===== src/rtl/morse_symbol_rx.sv =====
// Morse key decoder: times presses/releases into dot/dash letter records and word-space records.
// Latency: record visible 1 cycle after the closing gap count; backpressure via rec_valid/rec_ready, new records dropped when the FIFO is full.

module morse_symbol_rx #(
   parameter int DASH_MIN_CYC    = 30_000_000,
   parameter int LETTER_GAP_CYC  = 60_000_000,
   parameter int WORD_GAP_CYC    = 140_000_000,
   parameter int BTN_TIMEOUT_CYC = 200_000_000,
   parameter int MAX_SYM         = 6,
   parameter int FIFO_DEPTH      = 4
) (
   input  logic                           clk_100MHz,
   input  logic                           reset_n,
   input  logic                           user_btn,
   output logic                           rec_valid,
   input  logic                           rec_ready,
   output logic                           rec_space,
   output logic [MAX_SYM-1:0]             rec_sym,
   output logic [$clog2(MAX_SYM+1)-1:0]   rec_len,
   output logic                           rec_ovf,
   output logic                           abort_pulse,
   output logic                           drop_pulse
);
   localparam int LW = $clog2(MAX_SYM + 1);
   localparam int PW = $clog2(BTN_TIMEOUT_CYC + 1);
   localparam int GW = $clog2(WORD_GAP_CYC + 1);
   localparam logic [PW-1:0] DASH_MIN  = PW'(DASH_MIN_CYC);
   localparam logic [PW-1:0] TMO       = PW'(BTN_TIMEOUT_CYC);
   localparam logic [PW-1:0] TMO_M1    = PW'(BTN_TIMEOUT_CYC - 1);
   localparam logic [GW-1:0] LETTER_M1 = GW'(LETTER_GAP_CYC - 1);
   localparam logic [GW-1:0] WORD      = GW'(WORD_GAP_CYC);
   localparam logic [GW-1:0] WORD_M1   = GW'(WORD_GAP_CYC - 1);
   localparam logic [LW-1:0] MAX_LEN   = LW'(MAX_SYM);

   typedef enum logic [1:0] {IDLE, MARK, GAP, ABORT} state_t;

   typedef struct packed {
      logic               space;
      logic               ovf;
      logic [LW-1:0]      len;
      logic [MAX_SYM-1:0] sym;
   } rec_t;

   state_t             state, state_n;
   logic [PW-1:0]      press_cnt, press_n;
   logic [GW-1:0]      gap_cnt, gap_n;
   logic [MAX_SYM-1:0] sym, sym_n;
   logic [LW-1:0]      len, len_n;
   logic               ovf, ovf_n;
   logic               btn_prev;
   logic               rise;
   logic               is_dash;
   logic               abort_n;
   logic               push;
   rec_t               push_rec;
   logic               fifo_full;
   logic               pop;
   logic [$bits(rec_t)-1:0] head_dat;
   rec_t               head;

   assign rise = user_btn & ~btn_prev;

   always_ff @(posedge clk_100MHz or negedge reset_n) begin
      if (!reset_n) begin
         state       <= IDLE;
         press_cnt   <= '0;
         gap_cnt     <= '0;
         sym         <= '0;
         len         <= '0;
         ovf         <= 1'b0;
         btn_prev    <= 1'b0;
         abort_pulse <= 1'b0;
         drop_pulse  <= 1'b0;
      end else begin
         state       <= state_n;
         press_cnt   <= press_n;
         gap_cnt     <= gap_n;
         sym         <= sym_n;
         len         <= len_n;
         ovf         <= ovf_n;
         btn_prev    <= user_btn;
         abort_pulse <= abort_n;
         drop_pulse  <= push & fifo_full & ~pop;
      end
   end

   always_comb begin
      state_n  = state;
      press_n  = press_cnt;
      gap_n    = gap_cnt;
      sym_n    = sym;
      len_n    = len;
      ovf_n    = ovf;
      is_dash  = 1'b0;
      abort_n  = 1'b0;
      push     = 1'b0;
      push_rec = '0;
      case (state)
         IDLE: begin
            press_n = '0;
            gap_n   = '0;
            if (rise) state_n = MARK;
         end
         MARK: begin
            if (!user_btn) begin
               is_dash = (press_cnt >= DASH_MIN);
               if (len < MAX_LEN) begin
                  for (int i = 0; i < MAX_SYM; i++) begin
                     if (LW'(i) == len) sym_n[i] = is_dash;
                  end
                  len_n = len + LW'(1);
               end else begin
                  ovf_n = 1'b1;
               end
               gap_n   = '0;
               state_n = GAP;
            end else if (press_cnt >= TMO_M1) begin
               // counter lands on the timeout value in the same cycle the pulse is raised
               press_n = TMO;
               abort_n = 1'b1;
               sym_n   = '0;
               len_n   = '0;
               ovf_n   = 1'b0;
               state_n = ABORT;
            end else begin
               press_n = press_cnt + PW'(1);
            end
         end
         GAP: begin
            if (rise) begin
               press_n = '0;
               state_n = MARK;
            end else begin
               if (gap_cnt != WORD) gap_n = gap_cnt + GW'(1);
               if (gap_cnt == LETTER_M1) begin
                  push           = 1'b1;
                  push_rec.space = 1'b0;
                  push_rec.ovf   = ovf;
                  push_rec.len   = len;
                  push_rec.sym   = sym;
                  sym_n          = '0;
                  len_n          = '0;
                  ovf_n          = 1'b0;
               end
               if (gap_cnt == WORD_M1) begin
                  push           = 1'b1;
                  push_rec.space = 1'b1;
                  state_n        = IDLE;
               end
            end
         end
         ABORT: begin
            if (!user_btn) state_n = IDLE;
         end
         default: state_n = IDLE;
      endcase
   end

   assign pop = rec_valid & rec_ready;

   fifo #(
      .W     ($bits(rec_t)),
      .DEPTH (FIFO_DEPTH)
   ) u_rec_fifo (
      .clk_100MHz (clk_100MHz),
      .reset_n    (reset_n),
      .wr_vld     (push),
      .wr_dat     (push_rec),
      .full       (fifo_full),
      .rd_vld     (rec_valid),
      .rd_rdy     (rec_ready),
      .rd_dat     (head_dat)
   );

   // head fields read as zero whenever nothing is queued
   assign head      = rec_valid ? rec_t'(head_dat) : '0;
   assign rec_space = head.space;
   assign rec_sym   = head.sym;
   assign rec_len   = head.len;
   assign rec_ovf   = head.ovf;
endmodule

// Generic register FIFO with show-ahead head; write into a full FIFO succeeds only alongside a read.
// Latency: written entry visible on rd_dat the cycle after the write.
module fifo #(
   parameter int W     = 8,
   parameter int DEPTH = 4
) (
   input  logic         clk_100MHz,
   input  logic         reset_n,
   input  logic         wr_vld,
   input  logic [W-1:0] wr_dat,
   output logic         full,
   output logic         rd_vld,
   input  logic         rd_rdy,
   output logic [W-1:0] rd_dat
);
   localparam int AW = $clog2(DEPTH);
   localparam logic [AW:0] PTR_ONE = (AW+1)'(1);

   logic [W-1:0] mem [DEPTH];
   logic [AW:0]  wr_ptr, rd_ptr;
   logic         do_wr, do_rd;

   assign rd_vld = (wr_ptr != rd_ptr);
   assign full   = (wr_ptr[AW] != rd_ptr[AW]) && (wr_ptr[AW-1:0] == rd_ptr[AW-1:0]);
   assign do_rd  = rd_vld & rd_rdy;
   assign do_wr  = wr_vld & (~full | do_rd);
   assign rd_dat = mem[rd_ptr[AW-1:0]];

   always_ff @(posedge clk_100MHz or negedge reset_n) begin
      if (!reset_n) begin
         wr_ptr <= '0;
         rd_ptr <= '0;
         for (int i = 0; i < DEPTH; i++) mem[i] <= '0;
      end else begin
         if (do_wr) begin
            mem[wr_ptr[AW-1:0]] <= wr_dat;
            wr_ptr              <= wr_ptr + PTR_ONE;
         end
         if (do_rd) rd_ptr <= rd_ptr + PTR_ONE;
      end
   end
endmodule


===== config.mk =====
export PLATFORM = sky130hd
export DESIGN_NAME = morse_symbol_rx
export DESIGN_NICKNAME = d
export VERILOG_FILES = /design/src/rtl/morse_symbol_rx.sv
export SDC_FILE = /design/constraint.sdc
export NUM_CORES = 1
export LEC_CHECK = 0
export ABC_AREA = 0
export BUFFER_PORTS_ARGS = -buffer_cell sky130_fd_sc_hd__buf_4
export CORE_MARGIN = 4
export CORE_UTILIZATION = 60
export CTS_CLUSTER_DIAMETER = 30
export DETAILED_ROUTE_END_ITERATION = 16
export HOLD_SLACK_MARGIN = 0.15
export PLACE_DENSITY = 0.77
export SYNTH_ARGS = -nofsm -noshare
export SYNTH_HDL_FRONTEND = slang
export SYNTH_SLANG_ARGS = --single-unit
export TNS_END_PERCENT = 50

===== constraint.sdc =====
create_clock -name clk_100MHz -period 4.45 [get_ports clk_100MHz]
set_input_delay 0.89 -clock clk_100MHz [delete_from_list [all_inputs] [get_ports clk_100MHz]]
set_output_delay 0.89 -clock clk_100MHz [all_outputs]
set_load 0.01 [all_outputs]

==> results.toml <==
[power]
p_per_area_nw_per_um2 = 393.1
intPower_mw = 2.093
switching_power_mw = 0.7384
switching_share_pct = 26.08
ir_worst_vdd_mv = 0.3092
pwr-share-clk_pct = 47.0
p_seq_share_pct = 41.8
p_leak_nw = 3.080
p_comb_share_pct = 11.3

[placement]
dp_hpwl_mm = 9.356
io_buffers = 17
placed_area_sq_um = 6623
gp_congestion = 0.8378
post-place-ws_ns = 1.284

[clock_network]
cts-root-buf = "clkbuf_8"
clock_path_buffers = 2
cts_tree = "done"
clock-sinks = 121
ctsHtreeMaxLevel = 4
cts.repair.resized = 0
path_clk_slew_ns = 0.06
cts_setup_buffers = 0
cts_made_buffers = 17
cts_hold_buf = 0
clock_latency_ns = 0.54

[die]
chipWidth_um = 111.3
die_y_um = 111.3
pin_count = 18
row_count = 37
core_area_sq_um = 10370
start_util_pct = 61.70
die-area_sq_um = 12380

[routing]
drc_errors = 0
routed_via_density = 6.069
vias = 5128
first_pass_iters = 5
drt_iter0_markers = 430
avgRoutedWirePerCell_um = 16.37
antenna_left = 0
wl_mm = 13.84

[critical_path]
r2r_start = "gap_cnt[0]"
end_kind = "output pin"
crit_fanout = 14
worstSetupPathType = "flip-flop to output pin"
required_ns = 3.56
rrSetupSlack_ns = 1.52
crit_path_start = "u_rec_fifo.rd_ptr[1]"
cp_data_arrival_time_ns = 2.15
worstSetupStartpointType = "flip-flop"
rr_worst_depth = 7

[outcome]
status = "complete, no violations"

[global_routing]
grt_pass1_wl_mm = 23.97
gr-total-overflow = 0
grt_usage_pct = 23.99
grt_pass1_vias = 4998
grt_max_degree = 73
antenna_found_initial = 0

[timing]
final-hold-violation-count = 0
setup_viol = 0
rsz0062_at_grt = "no"
finalCritPeriodShare_pct = 68.35
slew-limit-headroom_pct = 33.40
max_freq_mhz = 328.8
setup_ws_ns = 1.409
setup_tns_ns = 0
drv_slew = 0
fin_skew_ns = 0.006745
layout_min_cycle_time_ns = 3.041
tightest_slew_ns = 0.9953

[final_layout]
layout_commonest_cell = "dfrtp_1"
final_cell_mix = "121 x dfrtp_1, 106 x nand2_1, 77 x o21ai_0"
fin_nets = 714
drive_gt1_share_pct = 10.44
fill_cells = 780
diodes = 0
post-route-util_pct = 69.45
area_growth_pct = 12.55
fin_area_sq_um = 7202

[min_path]
hold_path_class = "input pin to asynchronous set/reset pin"

[job]
maxCapViolations = 0

[synth]
ys_types = 59
synth.net_count = 702
ys_ff_latch = 121
syn-cell-area_sq_um = 6399
synth_enable_flop_cells = 0
synthCells = 684
ys_warn_count = 0
avgSynthCellArea_sq_um = 9.355
async_reset_ff_share_pct = 100.0
synth_ff_type = "dfrtp_1"
yosysSeqAreaShare_pct = 47.32
[worst max-delay path: stages (launching register included)]
cell and delay (ns):
dfrtp_1 0.77, xor2_1 0.16, nor3b_1 0.21, buf_4 0.22, inv_1 0.09, buf_4 0.15
[routing by layer]
layer / wire length, um / vias to the layer above / global-route usage [%]
met3: 614 / 28 / 5.568
met4: 311 / 0 / 11.27
met2: 6658 / 115 / 37.80
met1: 6252 / 2525 / 31.55
met5: 0 / - / 0
li1: - / 2460 / -
[through the flow]
stage	total power, mW	cells	hold slack, ns
3_3_place_gp	1.508	813	0.4557
5_1_grt	2.956	845	0.5017
4_1_cts	2.849	845	0.4816
3_5_place_dp	1.519	813	0.4688
6_report	2.831	845	0.4690
2_1_floorplan	1.414	684	0.4446
[logic make-up after synthesis]
family,count (synthesis),synth area share (%)
buf+inv,50,3.148
flops,121,47.32
simple gates,297,22.78
xor+xnor,32,4.380
fa+ha+maj,14,2.738
mux,19,5.280
compound gates,151,14.35
[power groups by stage]
stage	Clock, mW	Combinational (mW)	Sequential, mW
after floorplan	0	0.236	1.18
after global placement	0	0.308	1.20
after detailed placement	0	0.320	1.20
after CTS	1.35	0.322	1.18
after global routing	1.41	0.359	1.19
final	1.33	0.319	1.18
[cells in the mapped netlist, types with 2 or more instances]
| cell | number | area (sq um) |
|---|---|---|
| a21boi_0 | 3 | 22.52 |
| a21o_1 | 4 | 30.03 |
| a21oi_1 | 13 | 65.06 |
| a22o_1 | 5 | 43.79 |
| a31oi_1 | 7 | 43.79 |
| and2_1 | 6 | 37.54 |
| and3_1 | 12 | 75.07 |
| and4_1 | 8 | 70.07 |
| buf_2 | 5 | 25.02 |
| buf_4 | 2 | 15.01 |
| clkbuf_1 | 24 | 90.09 |
| dfrtp_1 | 121 | 3028 |
| ha_1 | 14 | 175.2 |
| inv_1 | 18 | 67.56 |
| mux2_1 | 6 | 67.56 |
| mux2_2 | 2 | 22.52 |
| mux4_2 | 11 | 247.7 |
| nand2_1 | 106 | 397.9 |
| nand2b_1 | 7 | 43.79 |
| nand3_1 | 32 | 160.2 |
| nand3b_1 | 3 | 22.52 |
| nand4_1 | 15 | 93.84 |
| nand4b_1 | 2 | 17.52 |
| nor2_1 | 56 | 210.2 |
| nor2b_1 | 14 | 87.58 |
| nor3_1 | 14 | 70.07 |
| nor3b_1 | 2 | 15.01 |
| nor4_1 | 7 | 43.79 |
| nor4_2 | 2 | 25.02 |
| o211ai_1 | 2 | 15.01 |
| o21a_1 | 5 | 37.54 |
| o21ai_0 | 77 | 385.4 |
| o21ai_1 | 6 | 30.03 |
| o21bai_1 | 2 | 15.01 |
| o22ai_1 | 2 | 12.51 |
| o2bb2ai_1 | 2 | 17.52 |
| o31ai_1 | 8 | 60.06 |
| o41ai_1 | 2 | 17.52 |
| or3_1 | 3 | 18.77 |
| or4_1 | 4 | 30.03 |
| or4b_1 | 2 | 20.02 |
| xnor2_1 | 23 | 201.4 |
| xor2_1 | 9 | 78.83 |
[registers in the layout, summed over array words and instances (netlist names)]
name and count:
state 2, u_rec_fifo.wr_ptr 3, ovf 1, press_cnt 28
abort_pulse 1, u_rec_fifo.rd_ptr 3, btn_prev 1, gap_cnt 28
drop_pulse 1, sym 6, len 3, u_rec_fifo.mem 44
[area by class of cell]
class                           count  area [sq um]  area share, %
Clock inverter                     11         120.1          1.668
Inverter                           18         67.56         0.9382
Clock buffer                       21         459.2          6.376
Sequential cell                   121          3028          42.04
Multi-Input combinational cell    513          3169          44.01
Tap cell                          136         170.2          2.363
Timing Repair Buffer               25         187.7          2.606
[worst paths after layout]
path	end
setup / recovery	rec_valid
hold / removal	u_rec_fifo.rd_ptr[2]
setup reg to reg	sym[0]
hold reg to reg	state[0]
max in group asynchronous	u_rec_fifo.mem[41]
min in group clk_100MHz	state[0]
No activity file was read; power rests on OpenSTA's default activity.
